==> src/rtl/mat_serializer.sv <==
`default_nettype none
// ============================================================================
// Module      : mat_serializer
// Description : Reader end of the matrix-add datapath. Captures a complete
//               RSIZE x CSIZE matrix of DWIDTH-bit words in one handshake and
//               streams it out one element per beat with row/column tags and
//               a last flag. Supports zero-bubble back-to-back matrices.
// Options     : MATSER_TRANSPOSE_EN - stream in column-major order instead of
//               row-major; indices still report source positions.
// Revision    : 1.0 - initial release
// ============================================================================
module mat_serializer #(
    parameter  int RSIZE  = 2,
    parameter  int CSIZE  = 3,
    parameter  int DWIDTH = 32,
    localparam int RW     = (RSIZE > 1) ? $clog2(RSIZE) : 1,
    localparam int CW     = (CSIZE > 1) ? $clog2(CSIZE) : 1
) (
    input  logic              clk,
    input  logic              rst_n,
    input  logic              mat_valid,
    output logic              mat_ready,
    input  logic [DWIDTH-1:0] mat_in [RSIZE-1:0][CSIZE-1:0],
    output logic              out_valid,
    input  logic              out_ready,
    output logic [DWIDTH-1:0] out_data,
    output logic [RW-1:0]     out_row,
    output logic [CW-1:0]     out_col,
    output logic              out_last,
    output logic              busy
);

    typedef enum logic [0:0] {
        S_IDLE   = 1'b0,
        S_STREAM = 1'b1
    } state_t;

    localparam logic [RW-1:0] c_ROW_MAX = RW'(RSIZE - 1);
    localparam logic [CW-1:0] c_COL_MAX = CW'(CSIZE - 1);

    state_t            state_q;
    logic [RW-1:0]     row_q;
    logic [RW-1:0]     row_d;
    logic [CW-1:0]     col_q;
    logic [CW-1:0]     col_d;
    logic [DWIDTH-1:0] buf_q [RSIZE-1:0][CSIZE-1:0];

    logic w_streaming;
    logic w_last;
    logic w_beat;
    logic w_capture;

    assign w_streaming = (state_q == S_STREAM);
    assign w_last      = w_streaming && (row_q == c_ROW_MAX) && (col_q == c_COL_MAX);
    assign w_beat      = w_streaming && out_ready;

    // A new matrix may enter when idle, or while the final beat of the
    // current matrix is being accepted (combinational from out_ready).
    assign mat_ready   = !w_streaming || (w_last && out_ready);
    assign w_capture   = mat_valid && mat_ready;

    // Data-side outputs read zero whenever no beat is presented.
    assign out_valid   = w_streaming;
    assign busy        = w_streaming;
    assign out_last    = w_last;
    assign out_data    = w_streaming ? buf_q[row_q][col_q] : '0;
    assign out_row     = w_streaming ? row_q : '0;
    assign out_col     = w_streaming ? col_q : '0;

    // Next element position for a non-last beat in the selected walk order.
    always_comb begin
        row_d = row_q;
        col_d = col_q;
`ifdef MATSER_TRANSPOSE_EN
        if (row_q == c_ROW_MAX) begin
            row_d = '0;
            col_d = col_q + 1'b1;
        end else begin
            row_d = row_q + 1'b1;
        end
`else
        if (col_q == c_COL_MAX) begin
            col_d = '0;
            row_d = row_q + 1'b1;
        end else begin
            col_d = col_q + 1'b1;
        end
`endif
    end

    // Control FSM: capture, walk the buffer, and return to idle or restart
    // on the last beat; nothing moves while a beat is stalled.
    always_ff @(posedge clk or negedge rst_n) begin
        if (!rst_n) begin
            state_q <= S_IDLE;
            row_q   <= '0;
            col_q   <= '0;
            for (int r = 0; r < RSIZE; r++) begin
                for (int c = 0; c < CSIZE; c++) begin
                    buf_q[r][c] <= '0;
                end
            end
        end else if (w_capture) begin
            buf_q   <= mat_in;
            row_q   <= '0;
            col_q   <= '0;
            state_q <= S_STREAM;
        end else if (w_beat) begin
            if (w_last) begin
                state_q <= S_IDLE;
                row_q   <= '0;
                col_q   <= '0;
            end else begin
                row_q   <= row_d;
                col_q   <= col_d;
            end
        end
    end

endmodule
`default_nettype wire

==> config.mk <==
export PLATFORM = sky130hd
export DESIGN_NAME = mat_serializer
export DESIGN_NICKNAME = d
export VERILOG_FILES = /design/src/rtl/mat_serializer.sv
export SDC_FILE = /design/constraint.sdc
export NUM_CORES = 1
export LEC_CHECK = 0
export CORE_ASPECT_RATIO = 1.1
export CORE_MARGIN = 4
export CORE_UTILIZATION = 50
export CTS_BUF_LIST = sky130_fd_sc_hd__clkbuf_2 sky130_fd_sc_hd__clkbuf_4 sky130_fd_sc_hd__clkbuf_8
export CTS_CLUSTER_DIAMETER = 120
export DETAILED_ROUTE_END_ITERATION = 16
export PLACE_DENSITY = 0.9
export SETUP_SLACK_MARGIN = 0.3
export SLEW_MARGIN = 25
export SYNTH_ARGS = -nofsm -noshare
export SYNTH_HDL_FRONTEND = slang
export SYNTH_SLANG_ARGS = --single-unit
==> constraint.sdc <==
create_clock -name clk -period 3.9 [get_ports clk]
set_input_delay 0.78 -clock clk [delete_from_list [all_inputs] [get_ports clk]]
set_output_delay 0.78 -clock clk [all_outputs]
set_load 0.005 [all_outputs]
# Yosys cells after proc, flatten, opt, wreduce, memory -nomap -nowiden
# Cells that the tools add are included.
# word_totals
word_cells	44
reg_bits	196
input_bits	196
output_inout_bits	39
# classes
eq_ne	1
n_mux	18
n_addsub	2
magnitude_cmp	2
reduce_logical	12
# ops
cell	count
96-bit 2-to-1 mux	2
32-bit binary-select mux with 2-bit select	1
32-bit 2-to-1 mux	2
2-bit 2-to-1 mux	5
1-bit 2-to-1 mux	8
1-bit logical AND	5
2-bit AND reduction	2
2-bit nonzero test	2
2-bit by 3-bit < comparator with 1-bit output, second input constant	1
3-bit nonzero test	1
2-bit by 1-bit adder with 2-bit output, second input constant	1
2-bit equality test, second input constant	1
1-bit by 2-bit < comparator with 1-bit output, second input constant	1
1-bit adder, second input constant	1
1-bit zero test	1
1-bit logical OR	1

# Longest topological paths before layout
# Gate-level depths: netlist (run 1).
# logic_depth
ltp_word	7
depth_mapped	6
ltp_nobuf	4

# Least setup slack after synthesis (run 1)
# OpenSTA, ideal clock, no wires.
# synth_path
kind	flip-flop to output port
from	register row_q
to	output out_data[0]
path_slack_ns	1.661
arrival_time_ns	1.459
required_time_ns	3.120
path_stages_with_launch	6
path_cell_list	dfrtp_1 buf_2 buf_2 mux4_2 inv_1 o22ai_1
# synth_via
elab_chain_cells	5
# synth_rtl
element	line	source
start, declared	42	logic [RW-1:0] row_q;
start signal, assigned	114	row_q <= row_d;
96-bit 2-to-1 mux (not written as such) (2 in series)	66	assign out_data = w_streaming ? buf_q[row_q][col_q] : '0;
32-bit binary-select mux with 2-bit select	66	
32-bit 2-to-1 mux (not written as such)	66	
32-bit 2-to-1 mux	66	
end, declared	26	output logic [DWIDTH-1:0] out_data,
# Every way passes these cells. The select of a mux whose other input is x is not followed.

# Final worst setup path (run 1)
# layout_path
from	register col_q[0]
to	output out_data[22]
# layout_via
elab_chain_cells	3
# layout_rtl
element	line	source
start, declared	44	logic [CW-1:0] col_q;
start signal, assigned	115	col_q <= col_d;
32-bit binary-select mux with 2-bit select	66	
32-bit 2-to-1 mux (not written as such)	66	
32-bit 2-to-1 mux	66	
# Every way passes these cells. The select of a mux whose other input is x is not followed.

==> results.md, run 1 <==
- The flow ran to the end, and the final reports show no timing, DRC or antenna violations.
- The commonest non-fill, non-tap cell in the layout is sky130_fd_sc_hd__clkdlybuf4s50_1.
- Of the post-synthesis cell area, the dominant cell type holds 0.520.
- In the final routing, the length of wire on met1 measures 9500 µm.
- Signal routing reaches up to met4.
- The number of hold violations in the final report was 0.
- After synthesis, the cell types taking the most area are sky130_fd_sc_hd__dfrtp_1 52%, sky130_fd_sc_hd__mux2_4 18%, sky130_fd_sc_hd__mux2_2 9.9%.
- The pin count of the biggest net entering global routing is 99.
- The fraction of layout instances using a drive strength above 1 is 0.340.
- The synthesized design contains 0 enable-type register cells.
- Across the VDD grid, the largest voltage drop is 0.450 mV.
- CTS built an H-tree with a depth of 4.
- The number of global-route vias before repair is 6390.
- Measured in cells, the most critical reg-to-reg path has a length of 5.
- The arrival time of data at the critical path endpoint is 2.59 ns.
- The initial antenna violation count is 0.
- After detailed routing, the met2 layer carries 10700 µm of wire.
- The max-capacitance violation count is 0.
- Pin placement for this block handled 235 I/O pins.
- The first-iteration detailed-routing DRC count is 145.
- The origin of the critical flop-to-flop path is row_q.
- The cell type contributing the most total cell area after synthesis is sky130_fd_sc_hd__dfrtp_1.
- The total DRC errors in the routed layout is 0.
- The final core utilization is 0.667.
- Of the available clock period, the critical path in the final layout requires 0.865.
- The count of cells in the finished layout, fillers not included, comes to 1075.
- Traced cell by cell, the critical path runs through buf_4, mux2_2, a21oi_1, o221a_2, nor2_1, clkdlybuf4s50_1.
- The number of warnings reported in the yosys synthesis log is 0.
- The maximum clock insertion buffer count is 2.
- Before antenna repair, the detailed router went through 4 iterations.
- In this run, placement finished with an instance count of 1042.
- Across all layers, the routed design uses 5647 vias.
- The aggregate routed wire length is 21600 µm.
- The worst pin sits at a relative slew slack of 0.475.
- The floorplan step defined a die boundary enclosing 0.0211 mm².
- Based on the critical path, the design can be clocked at up to 296 MHz.
- In this run the worst path has a maximum fanout of 15.
- Adding up every negative setup slack in the final design gives 0 ns.
- The endpoint required time on the critical path is 3.12 ns.
- The total congestion overflow is 0.
- The post-synth net total is 783.
- The startpoint type of the worst setup path is a flip-flop.
- After detailed routing, the average wire length per cell comes to 20.1 µm.
- The overall global routing resource usage is 0.204.
- The antenna cell count is 0.
- By startpoint and endpoint, the worst setup path is classified as flip-flop to output pin.
- The horizontal extent of the die is 139 µm.
- Setup violations remaining at the end of the flow were counted as 0.
- The share of async-settable or async-resettable flops after synthesis is 1.00.
- The met3 wirelength from detailed routing is 1120 µm.
- The design draws 9410 µW.
- The die is 152 µm tall.
- Counting distinct cell types in the post-synthesis netlist gives 31.
- After filler insertion, the fill cell instance count of the layout stands at 1327.
- For this run, the post-layout net count is 1015.
- Setup repair after global routing left no endpoint under its margin.
- The clock tree from TritonCTS is yes.
- The average cell area after synthesis is 16.1 µm².
- The first global-routing pass estimated 34500 µm of wire.
- The total area inside the core boundary comes to 0.0185 mm².
- The master of the slowest instance on the critical path is sky130_fd_sc_hd__dfrtp_2.
- Across the routed clock network, the largest skew measured is 0.0134 ns.
- Relative to the synthesized area, the layout overhead comes to 30.6%.
- The initial utilization of the core area, before any placement, comes to 0.510.
- Clock-pin slew was measured on the worst setup and hold paths at 0.11 ns.
- The count of antenna-violating nets left after detailed routing is 0.
- In this design, the stage delay of the slowest critical-path cell is 0.57 ns.
- The smallest clock period supported by the final layout is computed as 3.37 ns.
- The sink count of the clock tree is 196.
- Row generation in the floorplan step produced 52 rows.
- The count of final max-slew check failures came to 0.
- The slack of the worst reg-to-reg path is 1.41 ns.
- The number of clock buffers added by TritonCTS is 17.
- Counting flops and latches in the post-synthesis netlist gives 196.
- The detailed placer's ending HPWL is 15500 µm.
- The proportion of synthesized chip area in sequential cells is 0.520.
- The post-synth design cell area is 0.00943 mm².
- Dividing the detail-routed via count by the number of cells gives 5.25.
- The analysis attributes to cell leakage a power of 0.00533 µW.
- During placement, the flow inserted port buffers numbering 234.
- The most used flip-flop cell after synthesis is sky130_fd_sc_hd__dfrtp_1.
- The path category of the worst min-delay check is input port to asynchronous set/reset pin.
- The transition time at the pin with the least slew margin is 0.788 ns.
- The congestion estimate from routability-driven global placement came to 0.780.
- The later-pin clock latency in the skew report is 0.46 ns.
- The library cells used most frequently in the layout, excluding fill and tap cells, are 233 x sky130_fd_sc_hd__clkdlybuf4s50_1, 194 x sky130_fd_sc_hd__dfrtp_1, 110 x sky130_fd_sc_hd__mux2_4.
- The worst setup path is captured at an output pin.
- The synthesized instance count is 587.
- In this run the power density over the cells is 764 mW/mm².
- The library cell used as clock root buffer is sky130_fd_sc_hd__clkbuf_8.
- In this run the critical register-to-register path is captured at buf_q[70].
-- how the worst max path moves through the flow --
stage,startpoint,cells after the start,to
final,col_q[0],6,out_data[22]
after global routing,col_q[0],6,out_data[22]
after CTS,row_q,5,out_data[31]
after detailed placement,row_q,5,out_data[16]
after global placement,row_q,5,out_data[31]
after floorplan,row_q,5,out_data[0]
-- where the power goes --
part           leakage [µW]  total (µW)  switching (µW)  internal (µW)
sequential          0.00239        3650             630           3020
combinational       0.00274        4430            1500           2930
clock              0.000201        1320             766            555
-- per-layer routing --
layer | vias up | global-route usage
met5 | - | 0
met4 | 0 | 0.0480
met3 | 21 | 0.0531
met2 | 170 | 0.349
met1 | 2866 | 0.263
li1 | 2590 | -
-- critical path: cells and delay by family (launching register included) --
| kind | cells | cell delay [ns] |
|---|---|---|
| AO/OA/AOI/OAI | 2 | 0.34 |
| buffers and inverters | 2 | 0.80 |
| flip-flops | 1 | 0.57 |
| multiplexers | 1 | 0.38 |
| AND/OR/NAND/NOR | 1 | 0.05 |
-- layout make-up --
cell class / count / area (µm²) / area share
sequential: 196 / 4910 / 0.399
multi-input combinational: 315 / 3980 / 0.323
timing repair buffer: 253 / 2600 / 0.211
tap: 243 / 304 / 0.0247
clock buffer: 19 / 255 / 0.0207
clock inverter: 13 / 138 / 0.0112
inverter: 36 / 135 / 0.0110
-- what timing repair did --
action,in CTS,in global routing
buffers inserted,0,1
gates resized for setup,0,0
hold buffers,0,0
endpoints found under the setup margin,0,19
-- synth_stat cells (2+ instances only) --
cell type                  number
sky130_fd_sc_hd__nor2_1         3
sky130_fd_sc_hd__mux2_2        83
sky130_fd_sc_hd__mux2_4       110
sky130_fd_sc_hd__nand2_1        7
sky130_fd_sc_hd__inv_1         36
sky130_fd_sc_hd__buf_2          7
sky130_fd_sc_hd__o22ai_1       33
sky130_fd_sc_hd__mux4_2        31
sky130_fd_sc_hd__dfrtp_1      196
sky130_fd_sc_hd__buf_4          5
sky130_fd_sc_hd__a21oi_1        2
sky130_fd_sc_hd__mux2i_1       31
sky130_fd_sc_hd__clkbuf_1       7
sky130_fd_sc_hd__buf_8         19
-- logic make-up after synthesis --
| logic type | Yosys count | synth area share |
|---|---|---|
| buf+inv | 76 | 0.0580 |
| flops | 196 | 0.520 |
| simple gates | 19 | 0.0111 |
| xor+xnor | 1 | 0.000929 |
| mux | 255 | 0.381 |
| compound gates | 40 | 0.0287 |
-- registers in the layout, indices dropped and copies added, names as in the netlist --
signal,flops
buf_q,192
busy,1
col_q,2
row_q,1
-- per-stage QoR --
| stage | hold slack, ns | worst slack [ns] | cell area (µm²) |
|---|---|---|---|
| 6_report | 0.381 | 0.525 | 12300 |
| 5_1_grt | 0.429 | 0.321 | 12300 |
| 4_1_cts | 0.406 | 0.317 | 12300 |
| 3_5_place_dp | 0.488 | 0.849 | 11900 |
| 3_3_place_gp | 0.483 | 0.890 | 11900 |
| 2_1_floorplan | 0.474 | 1.66 | 9430 |
Note: power is estimated with default switching activity, not from simulation.
==> run 2: changes to the inputs <==
CORE_UTILIZATION = 34   (was 50)
PLACE_DENSITY = 0.68   (was 0.9)
clock period = 4.1 ns   (was 3.9 ns; I/O delays follow)
==> run 2 against run 1 <==
  * Combinational power is 7.4% lower
  * Design area is 0.38% higher
  * Sequential power is 5.5% lower
  * Global-route usage is 5.8 points lower
  * Cell count is 9.9% higher
  * Wire length is 3.1% higher
  * Sequential share of layout area is 0.15 points lower
  * Clock-buffer cell count is 1 higher
  * Clock power is 3% lower
  * Critical path type unchanged
  * Critical endpoint is now out_data[30]
==> results.md, run 2 (synthesis gave the netlist of run 1 again) <==
- The run finished with clean final reports.
- Clock tree synthesis found a total of 196 sinks.
- The power share of the sequential group is 0.391.
- The number of nets in the layout is 1007.
- The cell family with the largest share of critical-path delay is flip-flops.
- The aggregate routed wire length is 22300 µm.
- The clock tree from TritonCTS is yes.
- The clock passes through at most 2 buffers.
- For this run, design rule violations remaining after detail routing come to 0.
- Dividing the detail-routed via count by the number of cells gives 4.70.
- In this run the number of H-tree levels came out at 4.
- The switching share of power is 0.308.
- Of the total power, the clock network draws 0.145.
- The overall global routing resource usage is 0.146.
- The height of the die is 183 µm.
- The library cell used most frequently in the layout, excluding fill and tap cells, is sky130_fd_sc_hd__clkdlybuf4s50_1.
- The internal power component is 6100 µW.
- The element type at the critical path end is an output pin.
- The net switching power figure is 2720 µW.
- For the pin with the worst max-slew slack, the measured transition is 0.690 ns.
- The detailed placer's ending HPWL is 15300 µm.
- The floorplan step defined a die boundary enclosing 0.0305 mm².
- In this run, post-CTS repair resized a total of 0 instances.
- The master of the slowest instance on the critical path is sky130_fd_sc_hd__dfrtp_4.
- The placer's final routability congestion estimate is 0.753.
- The largest registers in the layout are buf_q: 192 flops, col_q: 2 flops.
- The startpoint type of the worst setup path is a flip-flop.
- The total clock buffers created by CTS is 17.
- The static leakage power is 0.00528 µW.
- The number of top-level pins is 235.
- The number of buffers inserted by hold repair at cts is 0.
- The count of final setup violators is 0.
- From left edge to right edge, the die measures 167 µm.
- The floorplan has 63 rows.
- The library cell used as clock root buffer is sky130_fd_sc_hd__clkbuf_8.
- The pin count of the biggest net entering global routing is 88.
- The largest incremental delay on the critical path is 0.88 ns.
- The count of buffers inserted at the top-level ports is 234.
- The initial utilization of the core area, before any placement, comes to 0.348.
- The register with the most flip-flops in the layout has 192 of them.
- The number of global-route vias before repair is 6185.
- In the final layout, the share of cells above drive strength 1 is 0.334.
- The setup skew after layout is 0.0253 ns.
- The pre-antenna-repair detailed-routing pass consisted of 4 iterations.
- The growth of design area from synthesis to finish is 31.1%.
- The total via count after detailed routing is 5553.
- The count of antenna-violating nets left after detailed routing is 0.
- Overall power consumption after layout is estimated at 8820 µW.
- The number of hold violations in the final report is 0.
- Summed over all failing endpoints, the final setup total negative slack is 0 ns.
- Setup repair after global routing left no endpoint under its margin.
- The tool flagged a number of max-cap violations equal to 0.
- The worst setup path category is flip-flop to output pin.
- The routed design could run at a clock period as short as 3.59 ns.
- The post-CTS setup buffer count is 0.
- Power spread over the standard cell area amounts to 714 mW/mm².
- The layout has 2413 filler cells.
- The later-pin clock latency in the skew report is 0.46 ns.
- The first-iteration detailed-routing DRC count is 307.
- The number of buffers and inverters on the critical path is 3.
- Walking the worst path, the cells encountered are buf_12, mux4_2, inv_1, o22ai_1, clkdlybuf4s50_1.
- The placed instances occupy a cell area of 0.0120 mm².
- The top register by number of flip-flops is buf_q.
- Dividing the final minimum period by the clock period gives 0.875.
- Headroom to the max-slew limit came out at 0.540.
- Global routing finished with a remaining overflow of 0.
- The arrival time of data at the critical path endpoint is 2.77 ns.
- Along the worst path, the maximum fanout reaches 33.
- The first global-routing pass estimated 35300 µm of wire.
- The initial antenna violation count is 2.
- The final routed wire length divided by cell count is 18.9 µm.
- Data on the critical path is required at its endpoint by 3.28 ns.
- The area of the core is 0.0271 mm².
- The count of final max-slew check failures is 0.
- The maximum frequency from static timing analysis is 279 MHz.
- The path category of the worst min-delay check is input port to asynchronous set/reset pin.
- 0 antenna diodes ended up in the layout.
- Clock-pin slew was measured on the worst setup and hold paths at 0.11 ns.
- In the layout the commonest cells are 233 x sky130_fd_sc_hd__clkdlybuf4s50_1, 194 x sky130_fd_sc_hd__dfrtp_1, 110 x sky130_fd_sc_hd__mux2_4.
- The combinational power share is 0.464.
- The worst voltage drop across the vdd grid is 0.279 mV.
- After routing the design area is 0.0124 mm².
-- run 2: cell count changes in the layout (fill, tap and decap cells not counted), sizes merged --
cell and delta:
buf -8, inv +1, bufinv -1, clkbuf +1, clkinvlp -1
-- run 2: power groups by stage --
stage          Combinational [µW]  Sequential [µW]  Clock, µW
4_1_cts                      4160             3470       1340
3_5_place_dp                 4140             3500          0
5_1_grt                      4440             3590       1410
2_1_floorplan                2920             3230          0
6_report                     4100             3450       1280
3_3_place_gp                 4090             3490          0
-- run 2: worst paths after layout --
kind / start / endpoint / slack (ns) / cells past startpoint
setup reg to reg: row_q / buf_q[48] / 1.60 / 4
hold / removal: rst_n / buf_q[106] / 0.38 / 1
setup / recovery: row_q / out_data[30] / 0.51 / 5
min in group clk: buf_q[1] / buf_q[1] / 0.51 / 1
hold reg to reg: buf_q[1] / buf_q[1] / 0.51 / 1
max in group asynchronous: rst_n / buf_q[54] / 2.88 / 2
-- run 2: stage by stage --
stage               hold slack (ns)  instances  setup slack, ns   util
finish                        0.380       1181            0.511  0.456
global route                  0.396       1181            0.308  0.456
CTS                           0.371       1181            0.415  0.456
detailed placement            0.486       1149            0.954  0.441
global placement              0.485       1149            0.950  0.441
floorplan                     0.474        587             1.82      -
-- run 2: layout make-up --
cell class / instances / area [µm²] / area share
Tap cell: 357 / 447 / 0.0361
Clock buffer: 20 / 269 / 0.0218
Clock inverter: 12 / 133 / 0.0107
Sequential cell: 196 / 4910 / 0.397
Timing Repair Buffer: 245 / 2490 / 0.201
Multi-Input combinational cell: 315 / 3980 / 0.322
Inverter: 36 / 135 / 0.0109
-- run 2: metal layers --
layer | wire length, µm | vias to the layer above | global-route usage
li1 | - | 2575 | -
met1 | 10200 | 2813 | 0.196
met2 | 10600 | 143 | 0.237
met3 | 1150 | 18 | 0.0403
met4 | 297 | 4 | 0.0383
met5 | 28 | - | 0
-- run 2: worst register-to-register path: stages (launching register included) --
cell and delay, ns:
sky130_fd_sc_hd__dfrtp_4 0.88, sky130_fd_sc_hd__a31oi_4 0.21, sky130_fd_sc_hd__nor2b_4 0.26, sky130_fd_sc_hd__buf_4 0.61, sky130_fd_sc_hd__mux2_2 0.42
==> run 3: changes to the inputs <==
CORE_ASPECT_RATIO = not set   (was 1.1)
CORE_UTILIZATION = 55   (was 34)
PLACE_DENSITY = 0.95   (was 0.68)
==> run 3 against run 2 <==
  * Wire length shrank 1.6%
  * Critical path type unchanged
  * Clock power barely moved
  * Largest power group unchanged
  * Critical path depth stayed put
  * Worst setup slack improved by 0.072 ns
  * First-iteration DRC count is 14% lower
  * Die area fell by 37%
  * Via count rose by 1.9%
  * Fmax increased by 2.1%
  * Core utilization up 27 points
  * Clock skew down 0.0094 ns
  * Highest routed layer is now met4
==> results.md, run 3 (synthesis gave the netlist of run 1 again) <==
- The worst register-to-register path has a depth of 5.
- No sink is reached through more buffers than the 2 on the longest clock path.
- Dividing total power by cell area gives a power density of 733 mW/mm².
- Following the worst setup path forward leads to its endpoint at out_data[15].
- The first global-routing pass estimated 35000 µm of wire.
- The path category of the worst min-delay check is input port to asynchronous set/reset pin.
- The number of global-route vias before repair is 6363.
- The clock reaches the later pin of the worst-skew pair after 0.47 ns.
- Measured on the finished design, the core utilization comes to 0.729.
- The floorplan has 47 rows.
- The via-per-instance ratio is 5.42.
- In the final layout, the share of cells above drive strength 1 is 0.334.
- The congestion estimate from routability-driven global placement came to 0.805.
- In the layout the commonest cells are 233 x sky130_fd_sc_hd__clkdlybuf4s50_1, 194 x sky130_fd_sc_hd__dfrtp_1, 110 x sky130_fd_sc_hd__mux2_4.
- The total number of cells along the worst setup path is 5.
- The count of final max-slew check failures is 0.
- Internal power comes to 6140 µW.
- The run finished with clean final reports.
- The max-slew headroom at the worst pin is 0.454.
- The analysis attributes to net switching a power of 2790 µW.
- The overall global routing resource usage is 0.231.
- Detailed placement ended at an HPWL of 15400 µm.
- The max-capacitance violation count is 0.
- The detailed router finished its first iteration with 264 violations.
- The endpoint required time on the critical path is 3.28 ns.
- The worst register-to-register path begins at col_q[0].
- Buffers inserted to repair hold after CTS numbered 0.
- Of the total power, the share spent switching nets is 0.312.
- For this block, the routed nets add up to 22000 µm of wire.
- The static leakage power is 0.00528 µW.
- For the worst setup path, the data arrival time is 2.70 ns.
- The clock power share is 0.144.
- The master of the slowest instance on the critical path is sky130_fd_sc_hd__dfrtp_2.
- The cell family with the largest share of critical-path delay is buffers and inverters.
- Summing all flip-flop and latch instances after layout gives 0.00491 mm².
- The pin count of the biggest net entering global routing is 117.
- The top register by number of flip-flops is buf_q.
- Static timing analysis puts the maximum clock frequency at 284 MHz.
- Walking the worst path, the cells encountered are buf_4, mux4_2, inv_1, o22ai_1, clkdlybuf4s50_1.
- 0 antenna diodes ended up in the layout.
- The tree is rooted in a sky130_fd_sc_hd__clkbuf_8.
- The final routed wire length divided by cell count is 21.0 µm.
- The final worst-path cycle share is 0.858.
- The first-pass iteration count of the detailed router is 4.
- For the pin with the worst max-slew slack, the measured transition is 0.818 ns.
- Setup total negative slack on the finished layout was measured at 0 ns.
- For this run, the slowest stage of the critical path takes 0.73 ns.
- For this configuration, the core starts out at a cell density of 0.565.
- The count of antenna-violating nets left after detailed routing is 0.
- The clock tree synthesis step divided the H-tree into 4 levels.
- The power share of the sequential group is 0.391.
- The growth of design area from synthesis to finish is 29.1%.
- The number of top-level pins is 235.
- The share of total power dissipated in combinational logic is 0.465.
- The final critical delay including setup and external delays is 3.52 ns.
- Along the worst path, the maximum fanout reaches 21.
- The floorplan step defined a die boundary enclosing 0.0193 mm².
- The total DRC errors in the routed layout is 0.
- The library cell used most frequently in the layout, excluding fill and tap cells, is sky130_fd_sc_hd__clkdlybuf4s50_1.
- The area of the multi-input gates is 0.00398 mm².
- The initial antenna violation count is 0.
- The clock tree from TritonCTS is yes.
- Setup repair after global routing left no endpoint under its margin.
- The count of final setup violators is 0.
- The height of the die is 139 µm.
- The buffering stage count on the worst path with inverters included is 3.
- The number of flip-flops in the largest register is 192.
- The critical path in this run is classified as flip-flop to output pin.
- After global routing the overflow that remains totals 0.
- After clock tree synthesis, the clock-pin slew on the worst setup and hold paths is 0.10 ns.
- From left edge to right edge, the die measures 139 µm.
- The startpoint type of the worst setup path is a flip-flop.
- The slack of the worst reg-to-reg path is 1.50 ns.
- The total clock buffers created by CTS is 17.
- Post-CTS repair changed the size of 0 cells.
- The reg-to-reg critical path endpoint is buf_q[69].
- The number of nets in the layout is 1007.
- The number of hold violations in the final report is 0.
- The detailed router placed 5660 vias in this run.
- The total of fill cells in the finished design is 1063.
- The setup skew after layout is 0.0159 ns.
- The area of the core is 0.0167 mm².
- During placement, the flow inserted port buffers numbering 234.
- The worst setup path is captured at an output pin.
- The critical path starts at col_q[0].
- The largest registers in the layout are buf_q: 192 flops, col_q: 2 flops.
- Clock tree synthesis found a total of 196 sinks.
- The worst voltage drop across the vdd grid is 0.407 mV.
- Once the clock tree was built, the setup fixing pass inserted 0 buffers.
run 3: worst min-delay path by stage:
stage / startpoint / slack [ns] / endpoint
6_report: rst_n / 0.40 / buf_q[19]
3_3_place_gp: buf_q[2] / 0.48 / buf_q[2]
4_1_cts: rst_n / 0.43 / buf_q[50]
3_5_place_dp: buf_q[28] / 0.49 / buf_q[28]
5_1_grt: rst_n / 0.45 / buf_q[82]
2_1_floorplan: buf_q[22] / 0.47 / buf_q[22]
run 3: power by group through the flow:
stage	logic, µW	clock network, µW	registers, µW
after floorplan	2920	0	3230
after global placement	4020	0	3460
after detailed placement	4150	0	3520
after CTS	4180	1310	3500
after global routing	4430	1390	3620
final	4150	1280	3500
run 3: area by class of cell:
type,count,area share
Timing Repair Buffer,245,0.204
Multi-Input combinational cell,315,0.327
Sequential cell,196,0.403
Clock buffer,19,0.0215
Inverter,36,0.0111
Tap cell,220,0.0226
Clock inverter,13,0.0113
run 3: routing by layer:
metal  share of wire  global-route usage
met1            0.43               0.301
met2            0.51               0.387
met3           0.051              0.0631
met4           0.015              0.0618
met5               0                   0
run 3: stage by stage:
step           std cells  cell area, µm²  hold WS (ns)  power, µW  setup slack, ns
3_3_place_gp        1012           11800         0.483       7480             1.10
4_1_cts             1044           12200         0.427       8990            0.531
2_1_floorplan        587            9430         0.474       6150             1.82
6_report            1044           12200         0.402       8930            0.583
3_5_place_dp        1012           11800         0.490       7670             1.08
5_1_grt             1044           12200         0.454       9430            0.410
run 3: worst register-to-register path, stage by stage, from the launching register on:
cell and delay [ns]:
sky130_fd_sc_hd__dfrtp_2 0.63, sky130_fd_sc_hd__and2b_4 0.40, sky130_fd_sc_hd__a31oi_4 0.13, sky130_fd_sc_hd__nor2b_4 0.22, sky130_fd_sc_hd__buf_12 0.56, sky130_fd_sc_hd__mux2_2 0.57
